### src/rtl/param_sipo.sv
// Parameterised serial-in/parallel-out capture block.
// A word capture is started by i_start, bits are qualified by i_bit_en, and the
// completed word is presented on o_data_out with a valid/ready handshake.
// Overwriting an unaccepted word sets a sticky overrun flag.
module param_sipo #(
  parameter int unsigned WIDTH     = 7,
  parameter bit          MSB_FIRST = 1'b0
) (
  input  logic             clk,
  input  logic             reset_n,
  input  logic             i_start,
  input  logic             i_data_in,
  input  logic             i_bit_en,
  input  logic             i_ready,
  input  logic             i_clr_overrun,
  output logic [WIDTH-1:0] o_data_out,
  output logic             o_valid,
  output logic             o_busy,
  output logic             o_overrun
);

  localparam int unsigned CW = $clog2(WIDTH + 1);

  localparam logic [0:0] IDLE  = 1'b0;
  localparam logic [0:0] SHIFT = 1'b1;

  logic [0:0]       r_state, w_state;
  logic [CW-1:0]    r_cnt, w_cnt;
  logic [WIDTH-1:0] r_sr, w_sr;
  logic [WIDTH-1:0] r_data, w_data;
  logic             r_valid, w_valid;
  logic             r_overrun, w_overrun;

  logic [WIDTH-1:0] w_sr_shifted;
  logic             w_accept;
  logic             w_complete;

  // Shift register value after accepting the current serial bit.
  // LSB-first shifts right so the first bit ends up in bit 0 after WIDTH bits.
  always_comb begin
    if (MSB_FIRST) begin
      w_sr_shifted = {r_sr[WIDTH-2:0], i_data_in};
    end else begin
      w_sr_shifted = {i_data_in, r_sr[WIDTH-1:1]};
    end
  end

  // A restart takes priority over a simultaneous bit, so it blocks acceptance.
  assign w_accept   = (r_state == SHIFT) && i_bit_en && !i_start;
  assign w_complete = w_accept && (r_cnt == CW'(WIDTH - 1));

  // Next-state for capture FSM, counter and shift register.
  always_comb begin
    w_state = r_state;
    w_cnt   = r_cnt;
    w_sr    = r_sr;
    if (i_start) begin
      w_state = SHIFT;
      w_cnt   = '0;
      w_sr    = '0;
    end else if (w_accept) begin
      w_sr  = w_sr_shifted;
      w_cnt = r_cnt + CW'(1);
      if (w_complete) begin
        w_state = IDLE;
      end
    end
  end

  // Next-state for presented word, valid flag and sticky overrun.
  always_comb begin
    w_data    = r_data;
    w_valid   = r_valid;
    w_overrun = r_overrun;
    if (w_complete) begin
      w_data  = w_sr_shifted;
      w_valid = 1'b1;
    end else if (r_valid && i_ready) begin
      w_valid = 1'b0;
    end
    // Set wins over clear.
    if (w_complete && r_valid && !i_ready) begin
      w_overrun = 1'b1;
    end else if (i_clr_overrun) begin
      w_overrun = 1'b0;
    end
  end

  // State registers with asynchronous active-low reset.
  always_ff @(posedge clk or negedge reset_n) begin
    if (!reset_n) begin
      r_state   <= IDLE;
      r_cnt     <= '0;
      r_sr      <= '0;
      r_data    <= '0;
      r_valid   <= 1'b0;
      r_overrun <= 1'b0;
    end else begin
      r_state   <= w_state;
      r_cnt     <= w_cnt;
      r_sr      <= w_sr;
      r_data    <= w_data;
      r_valid   <= w_valid;
      r_overrun <= w_overrun;
    end
  end

  assign o_data_out = r_data;
  assign o_valid    = r_valid;
  assign o_busy     = (r_state == SHIFT);
  assign o_overrun  = r_overrun;

endmodule
### config.mk
export PLATFORM = sky130hd
export DESIGN_NAME = param_sipo
export DESIGN_NICKNAME = d
export VERILOG_FILES = /design/src/rtl/param_sipo.sv
export SDC_FILE = /design/constraint.sdc
export NUM_CORES = 1
export LEC_CHECK = 0
export ABC_AREA = 0
export BUFFER_PORTS_ARGS = -buffer_cell sky130_fd_sc_hd__buf_2
export CAP_MARGIN = 25
export CORE_MARGIN = 2
export CORE_UTILIZATION = 45
export DETAILED_ROUTE_END_ITERATION = 16
export GPL_TIMING_DRIVEN = 0
export PLACE_DENSITY_LB_ADDON = 0.3
export SETUP_SLACK_MARGIN = 0.3
export SYNTH_ARGS = -nofsm -noshare
export SYNTH_HDL_FRONTEND = slang
export SYNTH_SLANG_ARGS = --single-unit
### constraint.sdc
create_clock -name clk -period 2.23 [get_ports clk]
set_input_delay 0.223 -clock clk [delete_from_list [all_inputs] [get_ports clk]]
set_output_delay 0.223 -clock clk [all_outputs]
set_load 0.05 [all_outputs]
==> impl_results.md, run 1 <==
- Critical Path RT: 2.41 ns
- Syn Inst Count: 66
- Post-CTS setup buffer count: 0
- Sw Ratio: 22.2%
- CTS tree: done
- Final Cycle Share: between 70% and 80%
- CTS Buf Count: 3
- Vias per Instance: 4.91
- # fillers: ~150
- Comb pwr share: about 7.3%
- Number of global-route vias before repair: a little under 500
- CTS root buffer: clkbuf_4
- Grt total ovfl: 0
- Largest family of logic cells by synthesized area: simple AND/OR/NAND/NOR gates
- Seq pwr share: between 60% and 70%
- CP bufs+invs: 1
- Starting Density: 47.0%
- H-tree levels: 1
- Multiplexer share of the synthesized area: about a tenth
- Post-synthesis adder-cell area fraction: 3.12%
- Crit path largest cell delay: roughly 0.45 ns
- Final wirelength: ~1300 um
- Top delay family on crit path: simple AND/OR/NAND/NOR gates
- Slack of the critical path: between 0.5 and 0.6 ns
- Worst-path cell chain: inv_1, ha_1, nand3_4, nor3b_4, mux2_2
- Synth warn: 0
- Fin. max-slew vios: 0
- Switching power: between 100 and 150 uW
- DP Wirelength: approximately 880 um
- Post_cts resized: 0
- Crit path arrival time: approximately 1.9 ns
- Leakage: ~0.48 nW
- Startpoint Class: register
- Synth Area in XOR/XNOR: ~2.2%
- P per Cell Area: approximately 600 nW/um2
- Fmax: around 0.58 GHz
- Internal: 435 uW
- CTS sink cnt: 19
- Clk pwr share: about 29%
- Final setup violation count: 0
- Tmin final: 1.71 ns
- #FFs+latches synth: 19
- Global placement routability congestion: 0.702
- Pre-CTS setup slack: between 0.5 and 0.6 ns
- Status: finished clean
- First-pass GRT wire length: roughly 2100 um
- Final antenna-violating net count: 0
- Die Ht: between 40 and 50 um
- Core Region: 1710 um2
- DR DRC count: 0
- # rows: 15
- Type of the worst setup path: register to register
- Worst Hold Class: primary input to register
- Die X: around 46 um
- Max cap viols: 0
- Clock Tree Buf Depth: 2
- Die ar.: 2140 um2
- I/O pin count: 17
- RSZ-0062 raised after global routing: false
- Slew margin rel.: between 60 and 70%
- Slowest-stage cell, CP: nor3b_4
- Layout cells sized above 1: a little over a third
- Crit end category: register
- Initial antenna violation count: 0
- Post-synthesis area per instance: 12.2 um2
- Wire length per cell: roughly 12 um
- Antenna diodes: 0
- Fin. Hold Viols: 0
- Syn Std Cell Area: around 800 um2
- PortBufs: 15
- Worst-path clk slew: about 0.1 ns
- Setup TNS: 0 ns
- Final nets: 96
- Hold_buf cts: 1
- GR Util All Layers: between 10% and 20%
- Synth Area in Simple Gates: about 14%
- Vias: 545
- Worst-Skew Late Latency: 0.29 ns
- DRT Pass-1 Iters: 4
- Worst-path maximum fanout: 9
- Largest net degree at the start of global routing: 20
- DR iter-0 viols: 3
- Net count after synthesis: 75
- Least-Margin Pin Slew: around 0.47 ns
- Post-synthesis compound-gate area fraction: 7.48%
- Area growth syn-to-layout: 17.8%
- Netlist cell types: 18
- Sequential fraction of the synthesis area: between 50% and 60%
- Worst Clk Skew: about 0.005 ns
- VDD IR max: 0.000411 V
==> cell families (layout without fill, tap and decap cells) <==
kind of cell    count (synthesis)  in the layout
xor+xnor                        2              2
flops                          19             19
simple gates                   20             20
mux                             7              7
fa+ha+maj                       2              2
buf+inv                         6             26
compound gates                 10             10
==> layout make-up <==
cell class                 instances  area (um2)  share of cell area, %
buffer                             3        20.0                   2.12
clock buffer                       4        26.3                   2.78
inverter                           3        11.3                   1.19
multi-input combinational         41         297                   31.3
sequential                        19         475                   50.3
tap                               25        31.3                   3.31
timing repair buffer              16        85.1                   8.99
==> cell usage after synthesis <==
master | n | area (um2)
inv_1 | 3 | 11.3
a32o_1 | 1 | 10.0
xor2_1 | 1 | 8.76
nor3b_4 | 1 | 18.8
nand3_1 | 7 | 35.0
nor2_1 | 2 | 7.51
mux2_2 | 7 | 78.8
or2_2 | 1 | 6.26
a21o_1 | 2 | 15.0
dfrtp_1 | 19 | 475
nand2_1 | 8 | 30.0
buf_2 | 1 | 5.00
nand3_4 | 1 | 17.5
clkbuf_1 | 1 | 3.75
buf_6 | 1 | 11.3
xnor2_1 | 1 | 8.76
ha_1 | 2 | 25.0
a21oi_1 | 7 | 35.0
==> path summary, 6_finish.rpt <==
| kind | start | end | slack [ns] | cells past startpoint |
|---|---|---|---|---|
| max | r_cnt[0]$_DFFE_PN0P_ | o_data_out[1]$_DFFE_PN0P_ | 0.52 | 5 |
| min | i_data_in | o_data_out[6]$_DFFE_PN0P_ | 0.18 | 2 |
| max reg2reg | r_cnt[0]$_DFFE_PN0P_ | o_data_out[1]$_DFFE_PN0P_ | 0.52 | 5 |
| min reg2reg | o_overrun$_DFFE_PN0P_ | o_overrun$_DFFE_PN0P_ | 0.50 | 1 |
| max in group asynchronous | reset_n | o_valid$_DFFE_PN0P_ | 1.54 | 2 |
| min in group asynchronous | reset_n | r_sr[4]$_DFFE_PN0P_ | 0.39 | 2 |
==> through the flow <==
stage	utilization, %	area, um2	power (mW)	cells	hold WS, ns
floorplan	-	803	0.384	66	-0.0726
global placement	53.3	910	0.400	106	0.181
detailed placement	53.3	910	0.401	106	0.186
CTS	55.4	946	0.571	111	0.173
global route	55.4	946	0.591	111	0.174
finish	55.4	946	0.559	111	0.181
==> cell usage in the layout (no fill, tap or decap) <==
cell type / count
a32o_1: 1
xnor2_1: 1
a21o_1: 2
clkbuf_1: 2
buf_6: 1
nor3b_4: 1
xor2_1: 1
a21oi_1: 7
nor2_1: 2
dfrtp_1: 19
nand3_1: 7
clkbuf_4: 3
or2_2: 1
dlygate4sd3_1: 1
ha_1: 2
nand2_1: 8
nand3_4: 1
mux2_2: 7
inv_1: 3
buf_2: 16
==> state kept, by name, summed over array words and instances (netlist names) <==
signal	cells
o_valid	1
o_overrun	1
o_data_out	7
r_cnt	3
o_busy	1
r_sr	6
==> metal layers <==
layer | global-route usage [%] | share of wire (%) | wire [um]
met2 | 23.3 | 49 | 624
met1 | 17.8 | 46 | 589
met3 | 6.27 | 5.4 | 69
met4 | 1.71 | 0 | 0
met5 | 0 | 0 | 0
==> power groups by stage <==
stage	clock [mW]	sequential, mW	combinational (mW)
4_1_cts	0.175	0.354	0.0415
3_5_place_dp	0	0.361	0.0399
5_1_grt	0.189	0.355	0.0468
3_3_place_gp	0	0.361	0.0391
6_report	0.164	0.354	0.0406
2_1_floorplan	0	0.362	0.0223
==> worst register-to-register path, delay by kind of cell, from the launching register on <==
kind | cells | cell delay (ns)
and+or+nand+nor | 2 | 0.54
DFF | 1 | 0.39
muxes | 1 | 0.39
adders and majority gates | 1 | 0.19
buffers and inverters | 1 | 0.09
No activity file was read; power rests on OpenSTA's default activity.
==> run 2, diff against run 1 <==
ABC_AREA = 1   (was 0)
clock period = 1.6 ns   (was 2.23 ns; I/O delays follow)
==> impl_results.md, run 2 <==
- Status: finished clean
- Tmin final: 1.19 ns (-0.523 ns)
- # rows: 15 (unchanged)
- Comb pwr share: 7.6% (+0.3 points)
- P per Cell Area: 796 nW/um2 (+35%)
- Cell mode on critical path: nand2_1
- DR DRC count: 0 (unchanged)
- GR Util All Layers: 16.8% (+2.6 points)
- Crit path largest cell delay: 0.42 ns (-0.03 ns)
- Slew margin rel.: 72.4% (+3.8 points)
- Leading area contributor after synthesis: dfrtp_1
- Antenna diodes: 0 (unchanged)
- Post-synth top area share: 56.5% (-2.6 points)
- Sw Ratio: 23.8% (+1.6 points)
- Least-Margin Pin Slew: 0.413 ns (-0.0559 ns)
- Worst-path clk slew: 0.10 ns (about the same)
- Die Ht: 47.2 um (+2.1%)
- Slowest-stage cell, CP: dfrtp_1
- Area growth syn-to-layout: 18.6%
- Post-synthesis area per instance: 9.34 um2 (-23%)
- Max cap viols: 0 (unchanged)
- CTS tree: done
- Netlist cell types: 15 (-3)
- Pre-CTS setup slack: 0.309 ns (-0.193 ns)
- Register area: 477 um2 (+0.26%)
- Slack of the critical path: 0.411 ns (-0.107 ns)
- Internal: 605 uW (+39%)
- Top-count cell post-synth: nand2_1
- Synth top cells by count: 34 x nand2_1, 19 x dfrtp_1, 14 x nand3_1
- Sequential fraction of the synthesis area: 56.5% (-2.6 points)
- Vias: 642 (+18%)
- # fillers: 180 (+17%)
- DRT Pass-1 Iters: 4 (unchanged)
- Synth warn: 0 (unchanged)
- Seq pwr share: 62.3% (-1.1 points)
- Clk pwr share: 30.1% (+0.8 points)
- Leakage: 0.578 nW (+21%)
- Crit end category: register
- Grt total ovfl: 0 (unchanged)
- Type of the worst setup path: register to register
- Switching power: 189 uW (+52%)
- DP Wirelength: 1080 um (+23%)
- RSZ-0062 raised after global routing: false
- Core Region: 1750 um2 (+2.2%)
- Number of global-route vias before repair: 607 (+23%)
- Wire length per cell: 11.3 um (-2.4%)
- Post-synth EDFFs: 0 (unchanged)
- Starting Density: 48.2% (+1.1 points)
- Post-CTS setup buffer count: 0 (unchanged)
- Main area contributors after synthesis: dfrtp_1 57%, nand2_1 15%, nand3_1 8.3%
- Final wirelength: 1530 um (+20%)
- Final setup violation count: 0 (unchanged)
- Final antenna-violating net count: 0 (unchanged)
- Clock Tree Buf Depth: 2 (unchanged)
- PortBufs: 16 (+1)
- Non-Filler Instances: 136 (+23%)
- Fmax: 0.841 GHz (+44%)
- Global placement routability congestion: 0.727 (+3.5%)
- Final Cycle Share: 74.3% (-2.5 points)
- H-tree levels: 1 (unchanged)
- CTS Buf Count: 3 (unchanged)
- Startpoint Class: register
- Crit path arrival time: 1.38 ns (-0.51 ns)
- Syn Inst Count: 90 (+36%)
- CTS sink cnt: 19 (unchanged)
- Critical Path RT: 1.80 ns (-0.61 ns)
- Largest net degree at the start of global routing: 20 (unchanged)
- Setup TNS: 0 ns (unchanged)
- Net count after synthesis: 99 (+32%)
- Worst-path cell chain: inv_1, ha_1, nand2_1, inv_4, nand2_4, nand2_1, nand2_1
- Worst-path maximum fanout: 10 (+1)
- Final nets: 121 (+26%)
- Commonest cells after routing, fill and taps aside: 34 x nand2_1, 18 x dfrtp_1, 17 x buf_2, 14 x nand3_1, 5 x inv_1
- Die ar.: 2230 um2 (+4.3%)
- Initial antenna violation count: 0 (unchanged)
- Worst hold margin: 0.0380 ns (-0.143 ns)
- VDD IR max: 0.000536 V (+30%)
- Vias per Instance: 4.72 (-3.9%)
- CTS root buffer: clkbuf_4
- Max FFs per register: 7 (unchanged)
- First-pass GRT wire length: 2530 um (+21%)
- Fin. max-slew vios: 0 (unchanged)
- Syn Std Cell Area: 841 um2 (+4.7%)
- Cell count after placement: 131 (+24%)
- Placed standard-cell area: 953 um2 (+4.8%)
- Multi-input gate area: 332 um2 (+12%)
- Most used DFF post-synth: dfrtp_1
- #FFs+latches synth: 19 (unchanged)
- Die X: 47.2 um (+2.1%)
- Design area: 997 um2 (+5.4%)
- Fraction of registers with async set or reset after synthesis: 100% (unchanged)
- Worst Clk Skew: 0.00360 ns (-0.00131 ns)
- Worst-Skew Late Latency: 0.30 ns (about the same)
- DR iter-0 viols: 13 (+10)
- Commonest non-fill, non-tap cell in the layout: nand2_1
- I/O pin count: 17 (unchanged)
- Fin. Hold Viols: 0 (unchanged)
- Layout cells sized above 1: 27.0% (-7.9 points)
- Worst Hold Class: primary input to register
run 2: cell count changes after synthesis, moves of 2 or more:
cell	change
a21o_1	-2
a21oi_1	-7
inv_1	+2
mux2_2	-7
nand2_1	+26
nand3_1	+7
nand3_2	+4
o21ai_0	+2
run 2: cells by family (layout without fill, tap and decap cells):
logic type	count (synthesis)	count (layout)	share of synthesized area [%]
buffers and inverters	8	29	4.61
DFF	19	19	56.5
and+or+nand+nor	58	58	34.1
adders and majority gates	2	2	2.98
AOI/OAI and AO/OA	3	3	1.79
run 2: layout make-up:
class | instances | share of cell area, %
Buffer | 2 | 1.63
Clock buffer | 4 | 2.63
Inverter | 6 | 2.51
Multi-Input combinational cell | 63 | 33.2
Sequential cell | 19 | 47.8
Tap cell | 25 | 3.14
Timing Repair Buffer | 17 | 9.03
run 2: critical path: cells and delay by family (launching register included):
family | cells | cell delay (ns)
fa+ha+maj | 1 | 0.15
buf+inv | 2 | 0.21
flops | 1 | 0.42
simple gates | 4 | 0.31
run 2: worst paths after layout:
kind                                           start                   endpoint  slack [ns]  cells past startpoint
setup reg to reg                r_cnt[0]$_DFFE_PN0P_  o_data_out[2]$_DFFE_PN0P_        0.41                      7
min in group asynchronous                    reset_n  o_data_out[1]$_DFFE_PN0P_        0.32                      2
max in group asynchronous                    reset_n         o_busy$_DFFE_PN0P_        0.97                      2
setup / recovery                r_cnt[0]$_DFFE_PN0P_  o_data_out[2]$_DFFE_PN0P_        0.41                      7
hold reg to reg            o_data_out[6]$_DFFE_PN0P_  o_data_out[6]$_DFFE_PN0P_        0.48                      2
hold / removal                               i_ready        o_valid$_DFFE_PN0P_        0.04                      2
run 2: power by group through the flow:
stage          sequential, mW  combinational, mW  clock [mW]
2_1_floorplan           0.505             0.0300           0
3_3_place_gp            0.504             0.0577           0
3_5_place_dp            0.504             0.0591           0
4_1_cts                 0.495             0.0616       0.252
5_1_grt                 0.496             0.0690       0.276
6_report                0.495             0.0607       0.239
run 2: routing by layer:
layer / up-vias / global-route usage, % / share of wire [%]
met3: 5 / 3.46 / 3.5
met5: - / 0 / 0
met1: 292 / 20.9 / 49
li1: 330 / - / -
met4: 0 / 10.0 / 2.6
met2: 15 / 26.8 / 45
run 2: per-stage QoR:
step                      utilization (%)  total power, mW
after CTS                            56.8            0.808
after global routing                 57.1            0.842
after global placement               54.6            0.561
after floorplan                         -            0.535
after detailed placement             54.6            0.563
final                                57.1            0.794
run 2: timing repair:
action                     4_1_cts  5_1_grt
pin swaps                        0        0
hold endpoints to repair        19        0
hold buffers                     1        0
resized for setup                1        1
setup endpoints to repair        4        8
gates cloned                     0        0
